`src/rtl/rr_packet_allocator.sv`:
```
// Round-robin allocator for one switch output: grants a header in the same cycle and
// holds the output for that packet until tail, protocol error or idle timeout.
module rr_packet_allocator #(
  parameter int PORTS   = 4,
  parameter int ADR_W   = $clog2(PORTS),
  parameter int TIMEOUT = 16
) (
  input  logic                            clk,
  input  logic                            rst_n,
  input  logic [ADR_W-1:0]                r_adr,
  input  logic [PORTS-1:0][ADR_W+1:0]     in_ch_hdr_msn,
  input  logic                            out_ready,
  output logic [PORTS-1:0]                sel,
  output logic                            shift,
  output logic                            busy,
  output logic [ADR_W-1:0]                owner,
  output logic                            timeout_err,
  output logic                            proto_err
);

  localparam int CNT_W = $clog2(TIMEOUT + 1);
  localparam logic [CNT_W-1:0] CNT_LAST = CNT_W'(TIMEOUT - 1);
  localparam logic [CNT_W-1:0] CNT_MAX  = {CNT_W{1'b1}};

  localparam logic [1:0] FT_NULL    = 2'b00;
  localparam logic [1:0] FT_TAIL    = 2'b01;
  localparam logic [1:0] FT_PAYLOAD = 2'b10;
  localparam logic [1:0] FT_HEADER  = 2'b11;

  typedef enum logic {
    IDLE = 1'b0,
    HOLD = 1'b1
  } state_t;

  state_t            state_reg;
  logic [ADR_W-1:0]  ptr_reg;
  logic [ADR_W-1:0]  owner_reg;
  logic [CNT_W-1:0]  cnt_reg;
  logic              timeout_err_reg;
  logic              proto_err_reg;

  logic [1:0]        ftype [PORTS];
  logic [PORTS-1:0]  req;

  generate
    for (genvar gi = 0; gi < PORTS; gi++) begin : g_decode
      assign ftype[gi] = in_ch_hdr_msn[gi][ADR_W+1:ADR_W];
      assign req[gi]   = (in_ch_hdr_msn[gi][ADR_W+1:ADR_W] == FT_HEADER) &&
                         (in_ch_hdr_msn[gi][ADR_W-1:0] == r_adr);
    end
  endgenerate

  // Rotating search starting at ptr; the first requester found wins.
  logic              grant_any;
  logic [ADR_W-1:0]  grant_idx;
  logic [ADR_W-1:0]  grant_next_ptr;

  always_comb begin
    int idx;
    grant_any = 1'b0;
    grant_idx = '0;
    idx       = 0;
    for (int k = 0; k < PORTS; k++) begin
      idx = int'(ptr_reg) + k;
      if (idx >= PORTS) idx = idx - PORTS;
      if (!grant_any && req[idx]) begin
        grant_any = 1'b1;
        grant_idx = ADR_W'(idx);
      end
    end
    if (int'(grant_idx) == PORTS - 1) grant_next_ptr = '0;
    else                              grant_next_ptr = grant_idx + 1'b1;
  end

  logic [1:0] owner_type;

  always_comb begin
    owner_type = FT_NULL;
    for (int k = 0; k < PORTS; k++) begin
      if (ADR_W'(k) == owner_reg) owner_type = ftype[k];
    end
  end

  // The mux select and transfer strobe are combinational so a header moves with zero latency.
  always_comb begin
    sel   = '0;
    shift = 1'b0;
    if (rst_n) begin
      if (state_reg == IDLE) begin
        if (grant_any && out_ready) begin
          for (int k = 0; k < PORTS; k++) begin
            if (ADR_W'(k) == grant_idx) sel[k] = 1'b1;
          end
          shift = 1'b1;
        end
      end else begin
        for (int k = 0; k < PORTS; k++) begin
          if (ADR_W'(k) == owner_reg) sel[k] = 1'b1;
        end
        shift = out_ready && ((owner_type == FT_PAYLOAD) || (owner_type == FT_TAIL));
      end
    end
  end

  always_ff @(posedge clk or negedge rst_n) begin
    if (!rst_n) begin
      state_reg       <= IDLE;
      ptr_reg         <= '0;
      owner_reg       <= '0;
      cnt_reg         <= '0;
      timeout_err_reg <= 1'b0;
      proto_err_reg   <= 1'b0;
    end else begin
      timeout_err_reg <= 1'b0;
      proto_err_reg   <= 1'b0;
      case (state_reg)
        IDLE: begin
          if (grant_any && out_ready) begin
            state_reg <= HOLD;
            owner_reg <= grant_idx;
            ptr_reg   <= grant_next_ptr;
            cnt_reg   <= '0;
          end
        end
        HOLD: begin
          case (owner_type)
            FT_PAYLOAD: begin
              if (out_ready) cnt_reg <= '0;
            end
            FT_TAIL: begin
              if (out_ready) state_reg <= IDLE;
            end
            FT_NULL: begin
              // Only idle flits from the owner age the packet; backpressure never does.
              if (cnt_reg == CNT_LAST) begin
                state_reg       <= IDLE;
                timeout_err_reg <= 1'b1;
              end else if (cnt_reg != CNT_MAX) begin
                cnt_reg <= cnt_reg + 1'b1;
              end
            end
            default: begin
              state_reg     <= IDLE;
              proto_err_reg <= 1'b1;
            end
          endcase
        end
        default: state_reg <= IDLE;
      endcase
    end
  end

  assign busy        = rst_n && (state_reg == HOLD);
  assign owner       = owner_reg;
  assign timeout_err = timeout_err_reg;
  assign proto_err   = proto_err_reg;

endmodule

```
`config.mk`:
```
export PLATFORM = sky130hd
export DESIGN_NAME = rr_packet_allocator
export DESIGN_NICKNAME = d
export VERILOG_FILES = /design/src/rtl/rr_packet_allocator.sv
export SDC_FILE = /design/constraint.sdc
export NUM_CORES = 1
export LEC_CHECK = 0
export BUFFER_PORTS_ARGS = -buffer_cell sky130_fd_sc_hd__clkbuf_2
export CAP_MARGIN = 10
export CORE_MARGIN = 2
export CORE_UTILIZATION = 55
export DETAILED_ROUTE_END_ITERATION = 7
export HOLD_SLACK_MARGIN = 0.06
export PLACE_DENSITY = 0.93
export SETUP_SLACK_MARGIN = 0.3
export SYNTH_ARGS = -nofsm -noshare
export SYNTH_HDL_FRONTEND = slang
export SYNTH_SLANG_ARGS = --single-unit
```
`constraint.sdc`:
```
create_clock -name clk -period 6.4 [get_ports clk]
set_input_delay 0.96 -clock clk [delete_from_list [all_inputs] [get_ports clk]]
set_output_delay 0.96 -clock clk [all_outputs]
set_load 0.01 [all_outputs]
```
==> PnR_summary.wiki, run 1 <==
{| class="wikitable"
! Metric !! Value
|-
| Number of port buffers || 30
|-
| Largest delay share family, worst path || simple AND/OR/NAND/NOR gates
|-
| Clock tree root driver cell || clkbuf_4
|-
| Multiplexer share of the synthesized area || 6.559%
|-
| Depth of the CTS H-tree || 1
|-
| Final net count || 182
|-
| Total count of hold-check failures in the final report || 0
|-
| Peak fanout along the critical path || 5
|-
| Proportion of power drawn by the clock network || 18.3%
|-
| Combinational family with the most area after synthesis || simple AND/OR/NAND/NOR gates
|-
| Tightest Hold Check Type || reg2reg
|-
| Max Clock Freq || 0.2541 GHz
|-
| DRC marker count from the first detailed-route iteration || 25
|-
| Maximum vdd ir drop || 0.1825 mV
|-
| Total Die Area || 2348 um2
|-
| Total overflow reported by the global router || 0
|-
| Routing usage on met1 || 28.23%
|-
| Weighted congestion at the end of routability-driven global placement || 0.9059
|-
| Initial antenna violation count || 0
|-
| Flip-flop count of the largest register after layout || 5
|-
| TritonCTS clock tree || yes
|-
| Pwr Density || 251.3 nW/um2
|-
| Post-Synthesis Cells || 116
|-
| Vias post-DR || 1023
|-
| Run status || complete, no violations
|-
| Initial core utilization || 56.58%
|-
| Fraction of final layout cells with drive strength greater than 1 || 32.89%
|-
| Slew of the pin with the lowest slew margin || 581.4 ps
|-
| Post-synthesis share of cell area spent on full adders, half adders and majority gates || 12.66%
|-
| HPWL after detailed placement || 2089 um
|-
| Number of sinks handled by clock tree synthesis || 12
|-
| Data arrival time of the worst path || 2980 ps
|-
| Crit-path max cell delay || 510 ps
|-
| Post-synthesis sequential area ratio || 27.62%
|-
| Commonest cells after routing, fill and taps aside || 30 x clkbuf_2, 12 x dfrtp_1, 11 x ha_1
|-
| Antenna diodes || 0
|-
| Sequential share of power || 37.0%
|-
| Maximum buffer depth of the clock tree || 2
|-
| Count of pins over their slew limit || 0
|-
| Worst slew slack as a fraction of its limit || 60.94%
|-
| Async SR Flop Fraction || 100.0%
|-
| Yosys reg bits || 12
|-
| Unique cell type count in the Yosys netlist || 37
|-
| Routed Antenna Nets || 0
|-
| Library cell contributing the largest single delay on the critical path || nor3_1
|-
| Cell area after synthesis || 1087 um2
|-
| Largest net degree at the start of global routing || 19
|-
| Overall global routing resource usage || 23.69%
|-
| Core Rows || 16
|-
| Simple-gate share of the synthesized area || 24.74%
|-
| Ratio of final minimum period to clock period || 61.49%
|-
| Part of the total power dissipated in combinational logic || 44.7%
|-
| # Max-Cap Violations || 0
|-
| Cell chain of the critical path || clkbuf_2 > xor2_1 > nor3_1 > nor2_1 > o32ai_1 > nand3_1 > ha_1 > a32oi_1 > nor2b_1 > clkbuf_2
|-
| Prevailing post-synth register cell || dfrtp_1
|-
| Height of the die || 48.46 um
|-
| Routed vias/inst || 5.813
|-
| Area fraction in compound gates after synthesis || 18.87%
|-
| Hold bufs inserted after CTS || 0
|-
| Crit end category || output pin
|-
| Post-detailed-routing wire length || 2601 um
|-
| Number of gates given a new drive strength after cts || 0
|-
| First-pass iteration count of the detailed router || 4
|-
| Post-synth net total || 148
|-
| Post-Syn Area per Cell || 9.373 um2
|-
| Io pins || 31
|-
| Core region area || 1922 um2
|-
| Setup fix buffers added after clock tree synthesis || 0
|-
| Clock slew seen by the registers of the worst setup and hold paths || 70 ps
|-
| Post-synthesis to final-layout area growth || 19.91%
|-
| Count of flip-flops with a built-in enable after synthesis || 0
|-
| Critical Path Start Type || input pin
|-
| Most area-consuming cells after synthesis || dfrtp_1 28%, ha_1 13%, xnor2_1 4.8%
|-
| Internal cell power || 0.1929 mW
|-
| Number of failing setup endpoints in the final timing report || 0
|-
| Post-Synth XOR/XNOR Area || 6.444%
|-
| Commonest non-fill, non-tap cell in the layout || clkbuf_2
|-
| Clock latency of the later-clocked register in the worst-skew pair || 270 ps
|-
| Minimum period implied by the final worst setup slack || 3935 ps
|-
| Routed len/inst || 14.78 um
|-
| Psw || 0.1347 mW
|-
| Crit-path most repeated cell || clkbuf_2
|-
| Top-area cell type share of the netlist area || 27.62%
|-
| Reported leakage power || 0.6527 nW
|-
| Net switching share of the total power || 41.11%
|-
| First-pass GRT wire length || 4485 um
|-
| Fin Clk Skew || 8.220 ps
|-
| Number of buffers inserted during clock tree synthesis || 3
|-
| Global-route layer with the greatest usage || met2
|-
| Met3 GRT Util || 4.938%
|-
| Die outline width || 48.46 um
|-
| Met2 Track Usage GR || 43.52%
|-
| Final routed DRC violation total || 0
|-
| Cell type with the largest total area after synthesis || dfrtp_1
|-
| Worst EP required || 5440 ps
|-
| Vias in the first global route || 1052
|-
| RSZ-0062 raised after global routing || no
|-
| Accumulated negative setup slack || 0 ps
|-
| CP bufs+invs || 2
|-
| Critical path start-end classification || in2out
|-
| Number of warnings reported in the yosys synthesis log || 0
|-
| Overall power after layout || 0.3276 mW
|}
==> kinds of logic (layout without fill, tap and decap cells) <==
family | after synthesis | count (layout)
AND/OR/NAND/NOR | 48 | 48
flip-flops | 12 | 12
AO/OA/AOI/OAI | 24 | 24
adder cells (fa/ha/maj) | 11 | 11
buffers and inverters | 9 | 42
XOR/XNOR | 8 | 8
multiplexers | 4 | 4
==> per-stage QoR <==
stage / cells / area [um2] / worst slack (ps) / hold WS [ps] / utilization, %
detailed placement: 172 / 1267 / 2501 / 527.8 / 65.95
global placement: 172 / 1267 / 2599 / 501.7 / 65.95
finish: 176 / 1304 / 2465 / 545.4 / 67.84
floorplan: 116 / 1087 / 2904 / 484.2 / -
CTS: 176 / 1304 / 2495 / 545.6 / 67.84
global route: 176 / 1304 / 2245 / 566.9 / 67.84
==> area by class of cell <==
class                           instances  area [um2]
Tap cell                               27       33.78
Sequential cell                        12       300.3
Timing Repair Buffer                   30       150.1
Fill cell                             159       618.1
Clock buffer                            4       36.28
Multi-Input combinational cell         95       753.2
Inverter                                8       30.03
==> worst paths after layout <==
check	from	to	slack, ps	cells past startpoint
min	cnt_reg[1]$_DFFE_PN0P_	cnt_reg[1]$_DFFE_PN0P_	550	1
max reg2reg	owner[0]$_DFFE_PN0P_	cnt_reg[3]$_DFFE_PN0P_	3840	8
max in group asynchronous	rst_n	ptr_reg[1]$_DFFE_PN0P_	5510	1
min reg2reg	cnt_reg[1]$_DFFE_PN0P_	cnt_reg[1]$_DFFE_PN0P_	550	1
max	r_adr[0]	sel[2]	2460	10
min in group asynchronous	rst_n	proto_err$_DFF_PN0_	600	1
==> worst register-to-register path, stage by stage, from the launching register on <==
cell	delay (ps)
dfrtp_1	530
mux4_2	600
inv_1	100
ha_1	160
mux2_2	320
and3_2	240
nand3_1	140
nor3_1	70
a221o_2	290
==> per-layer routing <==
layer  vias to the layer above  share of wire [%]
li1                        500                  -
met3                         4                4.4
met1                       482                 42
met4                         0               0.88
met2                        37                 52
met5                         -                  0
==> power groups by stage <==
stage	Clock (mW)	Sequential, mW	Combinational, mW
2_1_floorplan	0	0.112	0.106
3_3_place_gp	0	0.120	0.137
3_5_place_dp	0	0.121	0.145
4_1_cts	0.0616	0.120	0.146
5_1_grt	0.0660	0.125	0.165
6_report	0.0600	0.121	0.146
==> cells in the mapped netlist (4+ instances only) <==
library cell,instances
nor2b_1,4
nand2_1,7
nand4_1,5
ha_1,11
xnor2_1,6
nor2_1,10
inv_1,8
nand3_1,4
o21ai_0,7
dfrtp_1,12
Power figures use the tool's default switching activity.
==> run 2, diff against run 1 <==
CORE_UTILIZATION = 51   (was 55)
PLACE_DENSITY = 0.88   (was 0.93)
clock period = 3.8 ns   (was 6.4 ns; I/O delays follow)
==> PnR_summary.wiki, run 2 (synthesis gave the netlist of run 1 again) <==
{| class="wikitable"
! Metric !! Value
|-
| Peak fanout along the critical path || 5 (unchanged)
|-
| Net switching share of the total power || 41.06% (-0.051 points)
|-
| Vias in the first global route || 993 (-5.6%)
|-
| Commonest non-fill, non-tap cell in the layout || clkbuf_2
|-
| Overall power after layout || 0.5503 mW (+68%)
|-
| TritonCTS clock tree || yes
|-
| Crit end category || output pin
|-
| Psw || 0.2259 mW (+68%)
|-
| Critical path start-end classification || in2out
|-
| Accumulated negative setup slack || 0 ps (unchanged)
|-
| Slew of the pin with the lowest slew margin || 617.7 ps (+36.31 ps)
|-
| Worst slew slack as a fraction of its limit || 58.50% (-2.4 points)
|-
| Critical Path Start Type || input pin
|-
| Core region area || 1982 um2 (+3.1%)
|-
| Number of port buffers || 30 (unchanged)
|-
| Clock slew seen by the registers of the worst setup and hold paths || 90 ps (+20 ps)
|-
| Proportion of power drawn by the clock network || 18.9% (+0.6 points)
|-
| First-pass GRT wire length || 4340 um (-3.2%)
|-
| Count of pins over their slew limit || 0 (unchanged)
|-
| Post-synthesis to final-layout area growth || 19.91% (unchanged)
|-
| Vias post-DR || 1046 (+2.2%)
|-
| FF+latch area || 300.3 um2 (unchanged)
|-
| Weighted congestion at the end of routability-driven global placement || 0.8803 (-2.8%)
|-
| Data arrival time of the worst path || 2560 ps (-420 ps)
|-
| Die outline width || 50.18 um (+3.5%)
|-
| Minimum period implied by the final worst setup slack || 3127 ps
|-
| Initial antenna violation count || 0 (unchanged)
|-
| Io pins || 31 (unchanged)
|-
| Maximum buffer depth of the clock tree || 2 (unchanged)
|-
| Setup fix buffers added after clock tree synthesis || 0 (unchanged)
|-
| DRC marker count from the first detailed-route iteration || 27 (+8.0%)
|-
| First-pass iteration count of the detailed router || 4 (unchanged)
|-
| Number of sinks handled by clock tree synthesis || 12 (unchanged)
|-
| Number of gates given a new drive strength after cts || 0 (unchanged)
|-
| Commonest cells after routing, fill and taps aside || 30 x clkbuf_2, 12 x dfrtp_1, 11 x ha_1
|-
| Overall global routing resource usage || 21.86% (-1.8 points)
|-
| Pwr Density || 422.1 nW/um2 (+68%)
|-
| Antenna diodes || 0 (unchanged)
|-
| Number of failing setup endpoints in the final timing report || 0 (unchanged)
|-
| HPWL after detailed placement || 2068 um (-0.98%)
|-
| Hold bufs inserted after CTS || 0 (unchanged)
|-
| Internal cell power || 0.3244 mW (+68%)
|-
| Sequential share of power || 37.0% (about the same)
|-
| Total count of hold-check failures in the final report || 0 (unchanged)
|-
| Clock tree root driver cell || clkbuf_4
|-
| Max Clock Freq || 0.3198 GHz
|-
| Number of buffers inserted during clock tree synthesis || 3 (unchanged)
|-
| Clock latency of the later-clocked register in the worst-skew pair || 270 ps (about the same)
|-
| Filler cells || 155 (-2.5%)
|-
| Core Rows || 16 (unchanged)
|-
| Routed len/inst || 14.58 um (-1.3%)
|-
| Total Die Area || 2518 um2 (+7.2%)
|-
| Tightest Hold Check Type || in2async
|-
| Depth of the CTS H-tree || 1 (unchanged)
|-
| Total overflow reported by the global router || 0 (unchanged)
|-
| Worst EP required || 3230 ps (-2210 ps)
|-
| Ratio of final minimum period to clock period || 82.30%
|-
| Part of the total power dissipated in combinational logic || 44.1% (-0.6 points)
|-
| Multi-input gate area in the final layout || 753.2 um2 (unchanged)
|-
| Height of the die || 50.18 um (+3.5%)
|-
| # Max-Cap Violations || 0 (unchanged)
|-
| Post-detailed-routing wire length || 2566 um (-1.3%)
|-
| Maximum vdd ir drop || 0.3113 mV (+71%)
|-
| Routed Antenna Nets || 0 (unchanged)
|-
| RSZ-0062 raised after global routing || no
|-
| Fin Clk Skew || 5.000 ps (-3.219 ps)
|-
| Final net count || 182 (unchanged)
|-
| Final routed DRC violation total || 0 (unchanged)
|-
| Fraction of final layout cells with drive strength greater than 1 || 32.89% (unchanged)
|-
| Initial core utilization || 54.86% (-1.7 points)
|-
| Routed vias/inst || 5.943 (+2.2%)
|-
| Flip-flop count of the largest register after layout || 5 (unchanged)
|-
| Reported leakage power || 0.6527 nW (unchanged)
|-
| Run status || complete, no violations
|-
| Largest net degree at the start of global routing || 19 (unchanged)
|}
[run 2: cell counts in the layout (fill, tap and decap cells not counted)]
Identical to the previous run, type by type.
[run 2: final cells by class]
class	instances	area share, %
Clock buffer	4	2.783
Inverter	8	2.303
Multi-Input combinational cell	95	57.77
Sequential cell	12	23.03
Tap cell	27	2.591
Timing Repair Buffer	30	11.52
[run 2: layer usage]
| metal | share of wire (%) | wire, um | track usage, % |
|---|---|---|---|
| met1 | 43 | 1107 | 28.14 |
| met2 | 52 | 1337 | 40.13 |
| met3 | 4.2 | 108 | 2.679 |
| met4 | 0.47 | 12 | 1.852 |
| met5 | 0 | 0 | 0 |
[run 2: final timing paths]
check | startpoint | endpoint | slack, ps | depth (start not counted)
max reg2reg | owner[0]$_DFFE_PN0P_ | cnt_reg[3]$_DFFE_PN0P_ | 1240 | 8
min | rst_n | proto_err$_DFF_PN0_ | 210 | 1
max in group asynchronous | rst_n | owner[0]$_DFFE_PN0P_ | 3300 | 1
min reg2reg | cnt_reg[1]$_DFFE_PN0P_ | cnt_reg[1]$_DFFE_PN0P_ | 520 | 1
min in group clk | cnt_reg[1]$_DFFE_PN0P_ | cnt_reg[1]$_DFFE_PN0P_ | 520 | 1
max | r_adr[0] | sel[3] | 670 | 10
[run 2: per-stage QoR]
stage / setup slack (ps) / instances / hold slack (ps) / cell area (um2) / util, %
after global placement: 778.5 / 172 / 503.9 / 1267 / 63.95
after detailed placement: 695.9 / 172 / 509.6 / 1267 / 63.95
after floorplan: 1084 / 116 / 274.4 / 1087 / -
after CTS: 679.8 / 176 / 215.5 / 1304 / 65.78
final: 672.6 / 176 / 209.9 / 1304 / 65.78
after global routing: 443.8 / 176 / 229.6 / 1304 / 65.78
[run 2: worst max-delay path: stages]
cell	delay [ps]
clkbuf_2	130
xor2_1	180
nor3_1	540
nor2_1	80
o32ai_1	260
and3_1	260
ha_1	200
a32oi_1	60
nor2b_1	130
clkbuf_2	130
[run 2: power by group through the flow]
stage               Combinational, mW  Sequential (mW)  Clock, mW
floorplan                       0.179            0.189          0
global placement                0.233            0.201          0
detailed placement              0.242            0.204          0
CTS                             0.243            0.201      0.107
global route                    0.271            0.209      0.111
finish                          0.243            0.204      0.104
==> run 3, diff against run 2 <==
clock period = 3 ns   (was 3.8 ns; I/O delays follow)
==> PnR_summary.wiki, run 3 (synthesis gave the netlist of run 1 again) <==
{| class="wikitable"
! Metric !! Value
|-
| TritonCTS clock tree || yes
|-
| Total overflow reported by the global router || 0 (unchanged)
|-
| Depth of the CTS H-tree || 1 (unchanged)
|-
| Initial antenna violation count || 0 (unchanged)
|-
| Antenna diodes || 0 (unchanged)
|-
| Number of port buffers || 30 (unchanged)
|-
| WHS || 89.54 ps (-120.4 ps)
|-
| Core region area || 1982 um2 (unchanged)
|-
| Post-detailed-routing wire length || 3310 um (+29%)
|-
| Overall global routing resource usage || 27.01% (+5.2 points)
|-
| Routed len/inst || 18.39 um (+26%)
|-
| Slew of the pin with the lowest slew margin || 564.7 ps (-53.01 ps)
|-
| Accumulated negative setup slack || 0 ps (unchanged)
|-
| CP bufs+invs || 3 (+1)
|-
| Crit end category || output pin
|-
| Worst EP required || 2550 ps (-680 ps)
|-
| Filler cells || 135 (-13%)
|-
| Post-synthesis to final-layout area growth || 35.90%
|-
| First-pass iteration count of the detailed router || 4 (unchanged)
|-
| Initial core utilization || 54.86% (unchanged)
|-
| Fin Clk Skew || 2.844 ps (-2.157 ps)
|-
| Final net count || 187 (+2.7%)
|-
| Routed Antenna Nets || 0 (unchanged)
|-
| Hold bufs inserted after CTS || 0 (unchanged)
|-
| Setup slack of the most critical reg-to-reg path || 510 ps (-730 ps)
|-
| DRC marker count from the first detailed-route iteration || 61 (+130%)
|-
| Largest net degree at the start of global routing || 19 (unchanged)
|-
| Number of sinks handled by clock tree synthesis || 12 (unchanged)
|-
| # Max-Cap Violations || 0 (unchanged)
|-
| Pwr Density || 495.2 nW/um2 (+17%)
|-
| Vias in the first global route || 1085 (+9.3%)
|-
| RSZ-0062 raised after global routing || yes
|-
| HPWL after detailed placement || 2200 um (+6.4%)
|-
| Ratio of final minimum period to clock period || 90.59%
|-
| First-pass GRT wire length || 5168 um (+19%)
|-
| Routed vias/inst || 6.217 (+4.6%)
|-
| Number of failing setup endpoints in the final timing report || 0 (unchanged)
|-
| Critical path start-end classification || in2out
|-
| Clock tree root driver cell || clkbuf_4
|-
| Overall power after layout || 0.7318 mW (+33%)
|-
| Startpoint of the worst-slack reg-to-reg timing path || owner[0]$_DFFE_PN0P_
|-
| Clock slew seen by the registers of the worst setup and hold paths || 80 ps (about the same)
|-
| Run status || complete, no violations
|-
| Peak fanout along the critical path || 4 (-1)
|-
| Height of the die || 50.18 um (unchanged)
|-
| Flip-flop count of the largest register after layout || 5 (unchanged)
|-
| Minimum period implied by the final worst setup slack || 2718 ps
|-
| Standard cell area after detailed placement || 1275 um2 (+0.59%)
|-
| Commonest cells after routing, fill and taps aside || 24 x clkbuf_2, 11 x dfrtp_1, 10 x nor2_1
|-
| Clock latency of the later-clocked register in the worst-skew pair || 270 ps (about the same)
|-
| Maximum vdd ir drop || 0.3787 mV (+22%)
|-
| Largest delay share family, worst path || simple AND/OR/NAND/NOR gates
|-
| Fraction of final layout cells with drive strength greater than 1 || 45.75% (+13 points)
|-
| Max Clock Freq || 0.3680 GHz
|-
| Maximum buffer depth of the clock tree || 2 (unchanged)
|-
| Cell chain of the critical path || buf_8 > xor2_4 > or3_4 > and2_4 > a221o_1 > inv_2 > ha_4 > a32oi_1 > nor2b_1 > buf_2
|-
| Total count of hold-check failures in the final report || 0 (unchanged)
|-
| Capture instance of the worst register-to-register path || cnt_reg[3]$_DFFE_PN0P_
|-
| Commonest non-fill, non-tap cell in the layout || clkbuf_2
|-
| Vias post-DR || 1119 (+7.0%)
|-
| Data arrival time of the worst path || 2270 ps (-290 ps)
|-
| Io pins || 31 (unchanged)
|-
| Worst slew slack as a fraction of its limit || 61.94% (+3.4 points)
|-
| Design Area, Final || 1478 um2 (+13%)
|-
| Number of buffers inserted during clock tree synthesis || 3 (unchanged)
|-
| Library cell contributing the largest single delay on the critical path || or3_4
|-
| Weighted congestion at the end of routability-driven global placement || 0.9275 (+5.4%)
|-
| Critical Path Start Type || input pin
|-
| Count of cells along the worst register-to-register path || 8 (unchanged)
|-
| Die outline width || 50.18 um (unchanged)
|-
| Reported leakage power || 0.7106 nW (+8.9%)
|-
| Final routed DRC violation total || 0 (unchanged)
|-
| Crit-path max cell delay || 390 ps (-150 ps)
|-
| Total Die Area || 2518 um2 (unchanged)
|-
| Core Rows || 16 (unchanged)
|-
| Count of pins over their slew limit || 0 (unchanged)
|-
| Tightest Hold Check Type || in2async
|}
## run 3: cell count changes in the layout (fill, tap and decap cells not counted), sizes merged
cell / change
buf: +11
clkbuf: -7
## run 3: area by class of cell
class | instances | area, um2 | area share, %
Multi-Input combinational cell | 95 | 879.6 | 59.53
Sequential cell | 12 | 301.5 | 20.41
Timing Repair Buffer | 35 | 210.2 | 14.23
Tap cell | 27 | 33.78 | 2.286
Inverter | 8 | 30.03 | 2.032
Clock buffer | 3 | 22.52 | 1.524
## run 3: metal layers
metal	part of all wire (%)	wire length (um)	global-route usage [%]	up-vias
met4	5.1	168	8.333	0
met1	37	1221	31.12	545
met2	53	1756	49.34	49
li1	-	-	-	509
met5	0	0	0	-
met3	5.0	164	5.655	16
## run 3: worst reg2reg max path, stage by stage (launching register included)
cell and delay (ps):
dfrtp_2 470, mux4_2 580, inv_1 110, ha_1 160, mux2_2 320, and3_2 240, nand3_1 130, nor3_1 70
a221o_2 290
## run 3: repair_timing
action,CTS,global route
pin swaps,4,11
endpoints found under the setup margin,4,5
resized for setup,10,27
buffers inserted,2,2
## run 3: report_power, final
| part | total, mW | switching [mW] | internal, mW |
|---|---|---|---|
| logic | 0.366 | 0.191 | 0.175 |
| registers | 0.267 | 0.0720 | 0.195 |
| clock network | 0.0991 | 0.0528 | 0.0463 |
## run 3: through the flow
step	setup slack [ps]	util, %	instances
after floorplan	523.8	-	116
after global placement	185.0	64.33	173
after detailed placement	157.0	64.33	173
after CTS	297.1	68.94	178
after global routing	223.1	74.56	180
final	282.4	74.56	180
## run 3: worst max-delay path by stage
stage               endpoint  slack, ps  cells after the start               from
floorplan             sel[3]        520                      8           r_adr[0]
global placement      sel[3]        180                     10           r_adr[0]
detailed placement    sel[3]        160                     10           r_adr[0]
CTS                   sel[2]        300                     10           r_adr[1]
global route          sel[2]        220                     10  in_ch_hdr_msn[12]
finish                sel[3]        280                     10  in_ch_hdr_msn[12]
